`src/rtl/kpyd_saw_pkg.sv`:
```
// rtl/kpyd_saw_pkg.sv - shared constants and helpers for the keypad sawtooth voice
//
// Purpose : note table, keypad map, default sample rate and the phase
//           increment helper used by kpyd_saw_voice.
// Ports   : none (package).
// Config  : KPYD_SAW_GATE_EN is consumed by kpyd_saw_voice, not here.
package kpyd_saw_pkg;

   localparam int unsigned FS_HZ_DEFAULT = 48000;

   // Note frequencies in Hz, indexed by hex key code.
   localparam int unsigned NOTE_HZ [16] = '{
      261, 294, 330, 349, 392, 440, 494, 523,
      587, 659, 698, 784, 880, 988, 1046, 1174
   };

   // Keypad map indexed by {row_idx, col_idx}.
   localparam logic [3:0] KEY_MAP [16] = '{
      4'h1, 4'h2, 4'h3, 4'hA,
      4'h4, 4'h5, 4'h6, 4'hB,
      4'h7, 4'h8, 4'h9, 4'hC,
      4'hE, 4'h0, 4'hF, 4'hD
   };

   // floor(hz * 2^acc_w / fs), evaluated in 64 bits.
   function automatic logic [63:0] calc_inc(input int unsigned hz,
                                            input int unsigned acc_w,
                                            input int unsigned fs);
      return (64'(hz) << acc_w) / 64'(fs);
   endfunction

endpackage

```
`src/rtl/phase_accumulator.sv`:
```
// rtl/phase_accumulator.sv - free-running phase accumulator
//
// Purpose : acc <= acc + phase_inc every clock, silent modulo wrap.
// Ports   : clk       - sample clock
//           reset     - synchronous, active-high; clears acc
//           phase_inc - increment added each clock
//           addr      - acc MSBs used as waveform address
module phase_accumulator #(
   parameter int ACC_WIDTH  = 32,
   parameter int ADDR_WIDTH = 9
) (
   input  logic                  clk,
   input  logic                  reset,
   input  logic [ACC_WIDTH-1:0]  phase_inc,
   output logic [ADDR_WIDTH-1:0] addr
);

   logic [ACC_WIDTH-1:0] acc;

   always_ff @(posedge clk) begin
      if (reset) begin
         acc <= '0;
      end else begin
         acc <= acc + phase_inc;
      end
   end

   assign addr = acc[ACC_WIDTH-1 -: ADDR_WIDTH];

endmodule

```
`src/rtl/kpyd_saw_voice.sv`:
```
// rtl/kpyd_saw_voice.sv - keypad-driven single sawtooth voice
//
// Purpose : decode a one-hot 4x4 keypad code to a hex note, run a phase
//           accumulator at that note's increment, emit a signed sawtooth.
// Ports   : clk_i       - sample clock
//           reset_i     - synchronous, active-high
//           kpyd_i      - {row[3:0], col[3:0]}, active-high
//           hex_o       - latched key code
//           key_valid_o - legal press sampled on the last edge
//           addr_o      - accumulator MSBs
//           data_o      - signed sawtooth sample
//           valid_o     - data_o meaningful (1 from first edge out of reset)
// Config  : KPYD_SAW_GATE_EN - when defined, data_o is forced to 0 on
//           edges where key_valid_o is 0; the accumulator keeps running.
module kpyd_saw_voice
   import kpyd_saw_pkg::*;
#(
   parameter int          ACC_WIDTH  = 32,
   parameter int          ADDR_WIDTH = 9,
   parameter int          WIDTH_P    = 24,
   parameter int unsigned FS_HZ      = FS_HZ_DEFAULT
) (
   input  logic                  clk_i,
   input  logic                  reset_i,
   input  logic [7:0]            kpyd_i,
   output logic [3:0]            hex_o,
   output logic                  key_valid_o,
   output logic [ADDR_WIDTH-1:0] addr_o,
   output logic [WIDTH_P-1:0]    data_o,
   output logic                  valid_o
);

   logic [3:0]           row;
   logic [3:0]           col;
   logic [1:0]           row_idx;
   logic [1:0]           col_idx;
   logic                 legal;
   logic [3:0]           key_code;
   logic [ACC_WIDTH-1:0] inc_tbl [16];
   logic [ACC_WIDTH-1:0] phase_inc;
   logic [WIDTH_P-1:0]   saw_sample;

   assign row = kpyd_i[7:4];
   assign col = kpyd_i[3:0];

   always_comb begin
      row_idx = '0;
      col_idx = '0;
      for (int i = 0; i < 4; i++) begin
         if (row[i]) row_idx = 2'(i);
         if (col[i]) col_idx = 2'(i);
      end
   end

   assign legal    = $onehot(row) && $onehot(col);
   assign key_code = KEY_MAP[{row_idx, col_idx}];

   // Increments are elaboration-time constants; only the 16:1 select is logic.
   for (genvar g = 0; g < 16; g++) begin : g_inc
      assign inc_tbl[g] = ACC_WIDTH'(calc_inc(NOTE_HZ[g], ACC_WIDTH, FS_HZ));
   end

   assign phase_inc = inc_tbl[hex_o];

   phase_accumulator #(
      .ACC_WIDTH  (ACC_WIDTH),
      .ADDR_WIDTH (ADDR_WIDTH)
   ) u_phase_acc (
      .clk       (clk_i),
      .reset     (reset_i),
      .phase_inc (phase_inc),
      .addr      (addr_o)
   );

   // addr - 2^(ADDR_WIDTH-1) is the address with its MSB inverted, read as
   // two's complement; then left-justified into the sample width.
   assign saw_sample = {~addr_o[ADDR_WIDTH-1], addr_o[ADDR_WIDTH-2:0],
                        {(WIDTH_P-ADDR_WIDTH){1'b0}}};

   always_ff @(posedge clk_i) begin
      if (reset_i) begin
         hex_o       <= '0;
         key_valid_o <= 1'b0;
         data_o      <= '0;
         valid_o     <= 1'b0;
      end else begin
         if (legal) begin
            hex_o       <= key_code;
            key_valid_o <= 1'b1;
         end else begin
            key_valid_o <= 1'b0;
         end
         valid_o <= 1'b1;
`ifdef KPYD_SAW_GATE_EN
         data_o  <= key_valid_o ? saw_sample : '0;
`else
         data_o  <= saw_sample;
`endif
      end
   end

endmodule

```
`config.mk`:
```
export PLATFORM = sky130hd
export DESIGN_NAME = kpyd_saw_voice
export DESIGN_NICKNAME = d
export VERILOG_FILES = /design/src/rtl/kpyd_saw_pkg.sv /design/src/rtl/phase_accumulator.sv /design/src/rtl/kpyd_saw_voice.sv
export SDC_FILE = /design/constraint.sdc
export NUM_CORES = 1
export LEC_CHECK = 0
export BUFFER_PORTS_ARGS = -buffer_cell sky130_fd_sc_hd__buf_2
export CORE_ASPECT_RATIO = 1.75
export CORE_MARGIN = 8
export CORE_UTILIZATION = 35
export CTS_CLUSTER_DIAMETER = 30
export CTS_CLUSTER_SIZE = 25
export DETAILED_ROUTE_END_ITERATION = 7
export HOLD_SLACK_MARGIN = 0.02
export PLACE_DENSITY = 0.55
export SLEW_MARGIN = 30
export SYNTH_ARGS = -nofsm -noshare
export SYNTH_HDL_FRONTEND = slang
export SYNTH_SLANG_ARGS = --single-unit
```
`constraint.sdc`:
```
create_clock -name clk_i -period 4.3 [get_ports clk_i]
set_input_delay 0.43 -clock clk_i [delete_from_list [all_inputs] [get_ports clk_i]]
set_output_delay 0.43 -clock clk_i [all_outputs]
set_load 0.05 [all_outputs]
```
==> metrics <==
Fin Clk Skew 0.00740 ns; clock tree buffer depth 2; FMAX 263 MHz; RR Endpoint u_phase_acc.acc[24]; critical path depth 14; Synth area leader dfxtp_1; ranking of synthesized cells by area dfxtp_1 (24%), ha_1 (14%), a21oi_1 (8.6%); slowest stage cell on the critical path fa_1; DR DRC count 0; CP Cell Sequence buf_4 -> inv_1 -> ha_1 -> nor3_1 -> nand2b_1 -> o21ai_0 -> fa_1 -> a21o_2 -> a221oi_4 -> o21ai_2 -> a221oi_2 -> o21ai_2 -> a221oi_2 -> mux2_2; Hold Buf Count CTS 0; Min-Delay Startpoint u_phase_acc.acc[31]; fin nets 579; Power Density 567 nW/um^2; critical path class flop to flop; clock root cell clkbuf_16; initial DRC count 263; drt total wl 10700 um; # Post-CTS Setup Buffers 0; number of global-route vias before repair 3521; Worst R2R Setup Slack 0.50 ns; CTS Buf Count 5; crit end category flop; Core ar. 11000 um^2; count leader, synth nor2_1; Critical Path Sink u_phase_acc.acc[24]; crit-path max cell delay 0.47 ns; Synth cell types 50; first-pass GRT wire length 17200 um; Final HPWL DP 8500 um; Worst Hold Class flop to flop; RePlAce Congestion 0.871; Worst-path clk slew 0.06 ns; Starting Density 35.4%; Placement Cell Area 4060 um^2; CTS Sinks 47; Pleak 1.92 nW; remaining global-route overflow 0; GRT Total Usage 14.7%; Via Count 3508; row count 51; Layout area overhead 8.35%; Hold Vio Cnt, Final 0; outcome complete, no violations; I/O pin count 49; CP arrival 3.98 ns; crit start category flop; Yosys warning total 0; die height 156 um; max cap viols 0; wire length per cell 16.4 um; average size of a mapped cell 7.67 um^2; 1st-pass router iterations 4; final setup violation count 0; Final ANT Viol Nets 0; clk_lat worst skew 0.29 ns; top cells by count, synth nor2_1 (68), a21oi_1 (67), dfxtp_1 (47); worst slew pin tran 0.912 ns; Worst Path Buf+Inv 2; antenna violations before repair 0; Final Cell Area 4240 um^2; max-slew violation count 0; Synth async-reset ratio 0%; Antenna diodes 0; Worst R2R Path Depth 14; top fanout value on the critical path 12; Cell Area, Synth 3910 um^2; post-synthesis cell count 510; hold_ws 0.459 ns; post_cts resized 0; Yosys top cell area share 24.1%; min Tclk post-route 3.80 ns; largest net degree at the start of global routing 49; die area 14900 um^2; setup tns final 0 ns; routed vias/inst 5.36; number of synthesized flops with an enable pin 0; Slew Limit Headroom 39.2%; post-synthesis sequential area ratio 24.1%; CP top delay family compound AO/OA/AOI/OAI gates; worst reg2reg path startpoint hex_o[0]; Critical Path Source hex_o[0]; share of layout cells above drive strength 1 12.4%; Synth Flop Type dfxtp_1; unrepaired setup endpoints after global routing false; register bit total from synthesis 47; Max VDD drop 263 uV; H-tree depth 2; CP required 4.48 ns; fin crit share 88.4%; port bufs 33; die width 95.9 um; TritonCTS clock tree built
power breakdown:
part	leakage (nW)	internal, W	switching, W
sequential	0.386	0.000546	0.0000464
clock	0.0868	0.000289	0.000170
combinational	1.45	0.000494	0.000856
total	1.92	0.00133	0.00107
layer usage:
metal	track usage (%)	wire length [um]	up-vias	part of all wire [%]
met4	8.11	472	0	4.4
li1	-	-	1771	-
met2	28.6	5990	77	56
met1	13.6	3890	1640	36
met5	0	0	-	0
met3	2.27	360	20	3.4
final cells by class:
type	count	area, um^2
timing repair buffer	39	210
clock inverter	2	35.0
fill	1176	6800
sequential	47	941
inverter	28	105
clock buffer	6	139
multi-input combinational	401	2640
tap	132	165
stage by stage:
step	util (%)	power (W)	setup slack [ns]	std cells
5_1_grt	38.4	0.00259	0.217	655
3_5_place_dp	36.8	0.00194	0.534	647
6_report	38.4	0.00240	0.500	655
4_1_cts	38.4	0.00242	0.502	655
2_1_floorplan	-	0.00169	0.279	524
3_3_place_gp	36.8	0.00194	0.592	647
cells by family after synthesis:
logic type | after synthesis | synth area share, %
and+or+nand+nor | 142 | 16.2
buffers and inverters | 76 | 9.73
AOI/OAI and AO/OA | 165 | 26.7
muxes | 8 | 2.18
other | 1 | 0.0959
xor gates and xnor gates | 24 | 5.38
adders and majority gates | 47 | 15.6
DFF | 47 | 24.1
sequential cells by signal, indices dropped and copies added (netlist names):
signal           cells
valid_o              1
hex_o                4
u_phase_acc.acc     32
key_valid_o          1
data_o               9
how the worst min path moves through the flow:
stage                      end  depth (start not counted)  slack [ns]
floorplan           data_o[23]                          1        0.43
global placement    data_o[23]                          1        0.45
detailed placement  data_o[23]                          1        0.45
CTS                 data_o[23]                          1        0.46
global route        data_o[23]                          1        0.48
finish              data_o[23]                          1        0.46
layout by cell type, fill, tap and decap left out, types with 8 or more instances in the layout:
cell / count
dfxtp_1: 47
conb_1: 15
a21o_1: 8
xnor2_1: 13
o211ai_1: 10
inv_1: 27
nand2_1: 32
nor2b_1: 14
a31oi_1: 8
ha_1: 44
o21ai_0: 29
a21oi_1: 67
nor2_1: 68
xor2_1: 11
a211oi_1: 9
buf_2: 33
(Power assumes the default switching activity.)
